<file path="src/rtl/truth_table_sweeper_pkg.sv">
// Shared types and sizing for the truth-table sweeper.
package truth_table_sweeper_pkg;

  localparam int unsigned NUM_VECTORS = 32;
  localparam int unsigned VEC_W       = 5;

  typedef enum logic [1:0] {
    ST_IDLE = 2'd0,
    ST_RUN  = 2'd1,
    ST_DONE = 2'd2
  } state_t;

endpackage : truth_table_sweeper_pkg

</file>
<file path="src/rtl/truth_table_sweeper_dwell_timer.sv">
// Dwell counter: counts 0..DWELL-1 while enabled and pulses tc on the last
// count, so the owner knows when to sample and advance to the next vector.
module sweep_dwell_timer #(
  parameter int unsigned DWELL = 20
) (
  input  logic clk,
  input  logic rst_n,
  input  logic clear,
  input  logic enable,
  output logic tc
);

  localparam logic [7:0] LAST = 8'(DWELL - 1);

  logic [7:0] cnt;

  // Free-running dwell count, wrapping at LAST; clear has priority over enable.
  always_ff @(posedge clk or negedge rst_n) begin
    // NOTE: sequential state uses non-blocking assignments so every register
    // samples the pre-edge values, independent of statement order.
    if (!rst_n) begin
      cnt <= '0;
    end else if (clear) begin
      cnt <= '0;
    end else if (enable) begin
      cnt <= (cnt == LAST) ? 8'd0 : cnt + 8'd1;
    end
  end

  // With DWELL=1 the count sits at 0 and tc fires on every enabled cycle.
  assign tc = enable && !clear && (cnt == LAST);

endmodule : sweep_dwell_timer

</file>
<file path="src/rtl/truth_table_sweeper.sv">
// Drives all 32 five-input vectors into a combinational circuit, holds each
// for DWELL cycles, samples the response at the end of each dwell and compares
// it against a golden truth table.
module truth_table_sweeper
  import truth_table_sweeper_pkg::*;
#(
  parameter int unsigned DWELL = 20
) (
  input  logic                   clk,
  input  logic                   rst_n,
  input  logic                   start,
  input  logic                   abort,
  input  logic [NUM_VECTORS-1:0] expected,
  input  logic                   y,
  output logic [VEC_W-1:0]       vec,
  output logic                   busy,
  output logic                   done,
  output logic                   pass,
  output logic [NUM_VECTORS-1:0] table_out,
  output logic [5:0]             mismatch_cnt,
  output logic [VEC_W-1:0]       first_fail,
  output logic                   first_fail_valid
);

  state_t state_q;
  state_t state_d;

  logic sample;
  logic last_vec;
  logic start_sweep;
  logic running;

  assign running     = (state_q == ST_RUN);
  // start is only honoured outside RUN; abort is only honoured inside RUN.
  assign start_sweep = start && !running;
  assign last_vec    = (vec == VEC_W'(NUM_VECTORS - 1));

  sweep_dwell_timer #(
    .DWELL (DWELL)
  ) u_dwell (
    .clk    (clk),
    .rst_n  (rst_n),
    .clear  (!running || abort),
    .enable (running),
    .tc     (sample)
  );

  // State register.
  always_ff @(posedge clk or negedge rst_n) begin
    if (!rst_n) state_q <= ST_IDLE;
    else        state_q <= state_d;
  end

  // Next-state logic; abort beats both completion and start inside RUN.
  always_comb begin
    // NOTE: assigning the default first guarantees every path drives state_d,
    // so no latch is inferred.
    state_d = state_q;
    case (state_q)
      ST_IDLE: if (start) state_d = ST_RUN;
      ST_RUN: begin
        if (abort)                  state_d = ST_IDLE;
        else if (sample && last_vec) state_d = ST_DONE;
      end
      ST_DONE: if (start) state_d = ST_RUN;
      default: state_d = ST_IDLE;
    endcase
  end

  // Vector stepping and result capture; results survive abort until next start.
  always_ff @(posedge clk or negedge rst_n) begin
    if (!rst_n) begin
      vec              <= '0;
      table_out        <= '0;
      mismatch_cnt     <= '0;
      first_fail       <= '0;
      first_fail_valid <= 1'b0;
    end else if (start_sweep) begin
      vec              <= '0;
      table_out        <= '0;
      mismatch_cnt     <= '0;
      first_fail       <= '0;
      first_fail_valid <= 1'b0;
    end else if (running) begin
      if (abort) begin
        vec <= '0;
      end else if (sample) begin
        table_out[vec] <= y;
        if (y != expected[vec]) begin
          mismatch_cnt <= mismatch_cnt + 6'd1;
          if (!first_fail_valid) begin
            first_fail       <= vec;
            first_fail_valid <= 1'b1;
          end
        end
        // The sweep ends at vector 31; the return to 0 coincides with DONE.
        vec <= last_vec ? '0 : vec + VEC_W'(1);
      end
    end
  end

  assign busy = running;
  assign done = (state_q == ST_DONE);
  assign pass = done && (mismatch_cnt == 6'd0);

endmodule : truth_table_sweeper

</file>
<file path="config.mk">
export PLATFORM = sky130hd
export DESIGN_NAME = truth_table_sweeper
export DESIGN_NICKNAME = d
export VERILOG_FILES = /design/src/rtl/truth_table_sweeper_pkg.sv /design/src/rtl/truth_table_sweeper_dwell_timer.sv /design/src/rtl/truth_table_sweeper.sv
export SDC_FILE = /design/constraint.sdc
export NUM_CORES = 1
export LEC_CHECK = 0
export ABC_AREA = 1
export CORE_ASPECT_RATIO = 2
export CORE_MARGIN = 4
export CORE_UTILIZATION = 40
export DETAILED_ROUTE_END_ITERATION = 8
export GPL_TIMING_DRIVEN = 0
export HOLD_SLACK_MARGIN = 0.1
export MAX_ROUTING_LAYER = met4
export PLACE_DENSITY = 0.74
export SYNTH_ARGS = -nofsm -noshare
export SYNTH_HDL_FRONTEND = slang
export SYNTH_HIERARCHICAL = 1
export SYNTH_SLANG_ARGS = --single-unit
</file>
<file path="constraint.sdc">
create_clock -name clk -period 6.7 [get_ports clk]
set_input_delay 0.67 -clock clk [delete_from_list [all_inputs] [get_ports clk]]
set_output_delay 0.67 -clock clk [all_outputs]
set_load 0.05 [all_outputs]
</file>
* Yosys cells after proc, flatten, opt, wreduce, memory -nomap -nowiden
Cells that the tools add are included.
** Word-level totals
- Flip-flop bits (word level) :: 59
- Bits of input ports :: 37
- Output and inout port bits :: 52
- Word-level logic and storage cells :: 80
** Operators by class
- Add/sub/neg operators :: 3
- Order comparisons :: 2
- Equal/unequal tests :: 9
- Muxes and demuxes :: 37
- Reduce and logical (&&, ||, !) cells :: 22
** Operator list (count)
- $mux W32 :: 4
- $mux W5 :: 11
- $bwmux W32 :: 1
- $mux W6 :: 5
- $mux W8 :: 3
- $add A8 B1 Y8 const B :: 1
- $eq A8 B5 Y1 const B :: 1
- $reduce_bool A2 Y1 :: 4
- $mux W1 :: 7
- $add A6 B1 Y6 const B :: 1
- $logic_and A1 B1 Y1 :: 6
- $logic_not A6 Y1 :: 1
- $lt A5 B6 Y1 const B :: 1
- $mux W2 :: 3
- $ne A2 B1 Y1 const B :: 3
- $add A5 B1 Y5 const B :: 1
- $bmux W1 S5 :: 1
- $demux W1 S5 :: 1
- $eq A5 B5 Y1 const B :: 1
- $ge A5 B1 Y1 const B :: 1
- $reduce_and A5 Y1 :: 1
- $pmux W2 S2 :: 1
- $reduce_and A2 Y1 :: 2
- $reduce_and A4 Y1 :: 1
- other kinds (10) :: 11

* Depth between registers and ports, before layout
- Depth in word-level cells :: 10
- Gate-level depth with buffers :: 15
- Depth with buffers taken out :: 15

* Hierarchy
The synthesis kept the hierarchy.
** Modules (own cells, without submodules)
- truth_table_sweeper :: instances 1, cells an instance 458, area an instance 3186.8 µm², sequential area each 1276.2 µm²
- sweep_dwell_timer :: instances 1, cells an instance 71, area an instance 479.2 µm², sequential area each 200.2 µm²

* Least setup slack after synthesis
Ideal clock, no wire load.
- Path type :: reg-to-output
- Start point :: register state_q[0]
- End point :: output port pass
- Data arrival time :: 2.690 ns
- Required time :: 6.030 ns
- Path slack :: 3.340 ns
- Stages on the path, launching flop included :: 4
- Buffers on the path :: 0
- Cell sequence :: dfrtp_1 nor2_1 nand3b_1 nor4_1
** On the way
- Cells in the longest elaborated chain, start to end :: 2
** RTL lines
- start, declared :: line truth_table_sweeper.sv:25 : state_t state_q;
- start signal, assigned :: line truth_table_sweeper.sv:51 : else state_q <= state_d;
- $eq A2 B2 Y1 :: line truth_table_sweeper.sv:103 : assign done = (state_q == ST_DONE);
- via done :: line truth_table_sweeper.sv:17 : output logic done,
- $logic_and A1 B1 Y1 :: line truth_table_sweeper.sv:104 : assign pass = done && (mismatch_cnt == 6'd0);
- end, declared :: line truth_table_sweeper.sv:18 : output logic pass,
The timed path passes the listed nets, and every way through them passes these cells.

* Final worst setup path
- Start point :: input port abort
- End point :: register table_out[18]
** On the way
- Cells in the longest elaborated chain, start to end :: 6
- Elaborated cells on any way between the ends :: 7
- Classes of those cells :: eq/ne: 1; reduce/logical: 6
** RTL lines
- start, declared :: line truth_table_sweeper.sv:12 : input logic abort,
- $logic_or A1 B1 Y1 :: line truth_table_sweeper.sv:43 : .clear (!running || abort),
- $logic_not A1 Y1 :: line truth_table_sweeper_dwell_timer.sv:31 : assign tc = enable && !clear && (cnt == LAST);
- $logic_and A1 B1 Y1 (2 in series) :: line truth_table_sweeper_dwell_timer.sv:31
- via sample :: line truth_table_sweeper.sv:28 : logic sample;
- $reduce_bool A2 Y1 (no source line)
- $reduce_and A3 Y1 (no source line)
- end signal, assigned by index :: line truth_table_sweeper.sv:88 : table_out[vec] <= y;
- end, declared :: line truth_table_sweeper.sv:19 : output logic [NUM_VECTORS-1:0] table_out,
The timed path passes the listed nets, and every way through them passes these cells.
A chain may end at the register's enable or synchronous reset.

==> results.json <==
{
  "setup_tns_ns": 0,
  "slew_headroom_pct": 59.9,
  "grt_pass1_vias": 3682,
  "wirelength_um": 10300,
  "yosysUniqueCellTypes": 29,
  "fp.dieW_um": 75.7,
  "drive_above_1_share_pct": 8.85,
  "timing_hold_violations_final": 0,
  "worstPathRequired_ns": 6.92,
  "rows": 49,
  "crit_chain": "clkdlybuf4s50_1, nor2_2, inv_1, inv_1, nand2_1, nor3_1, nand2_2, nor2_1, nand2_1, o21ai_0, inv_1",
  "crit_slowest_cell": "nor2_1",
  "core_area_um2": 8950,
  "portBuffers": 88,
  "ios": 89,
  "ys_seq_elements": 59,
  "die_y_um": 143,
  "critPathMaxFanout": 8,
  "grt_pass1_wl_um": 16700,
  "seq_area_frac_synth_pct": 40.3,
  "cts_resized": 0,
  "startpoint": "abort",
  "worst_slew_pin_slew_ns": 0.599,
  "r2r-start": "state_q[0]",
  "die-area_um2": 10900,
  "viasPerCell": 4.99,
  "cts-buffers-inserted": 9,
  "skew_ns": 0.00791,
  "drt-initial-drc-count": 224,
  "dp_cells": 720,
  "track_usage_pct": 20.8,
  "min_path_type": "in2async",
  "drt-pass1-iter-count": 5,
  "routabilityCongestion": 0.952,
  "status": "finished clean",
  "leakagePower_nw": 2.76,
  "nets": 674,
  "maxCapViolCount": 0,
  "clkTransAtPathRegs_ns": 0.05,
  "grt_setup_unrepaired": "false",
  "dp_hpwl_um": 7950,
  "ir_drop_mv": 0.267,
  "crit_path_end_kind": "flop",
  "final_max_slew_viol_count": 0,
  "syn_nets": 574,
  "h-tree-depth": 3,
  "final_antenna_net_count": 0,
  "p_per_area_nw_per_um2": 271,
  "clockBufferDepth": 2,
  "wire_per_inst_um": 14.1,
  "netlist_area_um2": 3670,
  "finalCriticalPeriod_ns": 2.92,
  "syn_to_final_growth_pct": 36.0,
  "fin_cells": 735,
  "drc": 0,
  "arrival_ns": 3.14,
  "synth_cells": 529,
  "overflow": 0,
  "clockRootBuffer": "clkbuf_16",
  "post_cts_buffers": 0,
  "ys_warn_count": 6,
  "max_stage_delay_ns": 0.51,
  "insertion_delay_ns": 0.33,
  "final_util_pct": 55.7,
  "antenna_found_initial": 0,
  "period_share_pct": 43.6,
  "cts.sinks": 59,
  "timing_worst_setup_path_type": "in2reg",
  "grt_max_degree": 36,
  "fill_cells": 836,
  "start_kind": "primary input",
  "cts_tree": "done",
  "multiInputGateArea_um2": 1740,
  "diodes": 0,
  "seq_area_um2": 1480,
  "initial_core_util_pct": 41.0,
  "setup_viol": 0,
  "synth.avg_cell_area_um2": 6.93,
  "path_common_cell": "inv_1",
  "postCtsHoldBufs": 0,
  "max_freq_mhz": 342,
  "vias": 3666
}
## registers in the layout (all words and copies together), names as in the netlist
name	cells
table_out	32
u_dwell/cnt	8
mismatch_cnt	6
first_fail	5
vec	5
state_q	2
first_fail_valid	1
## cell families (layout without fill, tap and decap cells)
| family | Yosys count | after routing | share of synthesized area (%) |
|---|---|---|---|
| AO/OA/AOI/OAI | 49 | 49 | 6.76 |
| XOR/XNOR | 6 | 6 | 1.43 |
| adder cells (fa/ha/maj) | 8 | 8 | 2.73 |
| buffers and inverters | 106 | 210 | 12.3 |
| flip-flops | 59 | 59 | 40.3 |
| AND/OR/NAND/NOR | 301 | 301 | 36.5 |
## per-layer routing
layer  vias up  GRT usage (%)  part of all wire [%]
met4         0           11.2                   4.4
met3        38           4.83                   5.8
met1      1669           21.5                    37
met2       135           35.4                    52
met5         -              -                     0
li1       1824              -                     -
## path summary, 6_finish.rpt
path,depth (start not counted),slack [ns],endpoint
min,1,0.34,table_out[0]
max reg2reg,13,3.92,table_out[18]
min reg2reg,2,0.47,first_fail[0]
max in group asynchronous,2,5.76,table_out[18]
max,11,3.78,table_out[18]
min in group clk,2,0.47,first_fail[0]
## layout make-up
cell class,instances,area share [%]
multi-input cells,364,34.9
flip-flops and latches,59,29.6
repair buffers,89,18.0
inverters,90,6.78
clock buffers,13,5.22
well taps,102,2.56
plain buffers,16,2.26
clock inverters,2,0.703
## critical path, delay by kind of cell
kind	cells	cell delay (ns)
AND/OR/NAND/NOR	6	1.60
buffers and inverters	4	0.68
AO/OA/AOI/OAI	1	0.19
## cells in the mapped netlist (all sizes together)
cell type | n | area share (%)
a21oi | 4 | 0.55
a31oi | 1 | 0.17
buf | 14 | 2.9
clkbuf | 2 | 0.20
dfrtp | 59 | 40
ha | 8 | 2.7
inv | 90 | 9.2
nand2 | 191 | 20
nand3 | 58 | 9.9
nand3b | 1 | 0.20
nand4 | 3 | 0.51
nor2 | 45 | 5.4
nor3 | 1 | 0.14
nor3b | 1 | 0.20
nor4 | 1 | 0.17
o21ai | 43 | 5.9
o22ai | 1 | 0.17
xnor2 | 2 | 0.48
xor2 | 4 | 0.96
## cells in the final DEF (no fill, tap or decap), types with 2 or more instances in the layout
cell and count:
clkbuf_8 2, clkbuf_16 9, buf_4 5, buf_2 7
buf_6 2, nor2_2 2, inv_2 4, clkdlybuf4s50_1 87
nor2_4 3, nand3_2 12, clkbuf_1 4, a21oi_1 4
inv_1 86, nand2_1 186, nor2_1 40, nand3_1 45
nand4_1 3, xnor2_1 2, ha_1 8, xor2_1 4
nand2_2 4, o21ai_0 43, dfrtp_1 59
## power by group
group,internal (mW),switching (mW)
registers,0.381,0.0300
logic,0.164,0.320
clock network,0.305,0.153
total,0.849,0.503
## per-stage QoR
step                instance area, um2  hold WS [ns]  total power [mW]  worst slack [ns]
floorplan                         3670         0.374             0.749              3.34
global placement                  4670         0.466             0.889              3.09
detailed placement                4690         0.459             0.900              3.40
CTS                               4980         0.353              1.36              3.77
global route                      4980         0.385              1.42              3.46
finish                            4980         0.337              1.35              3.78
Power figures use the tool's default switching activity.
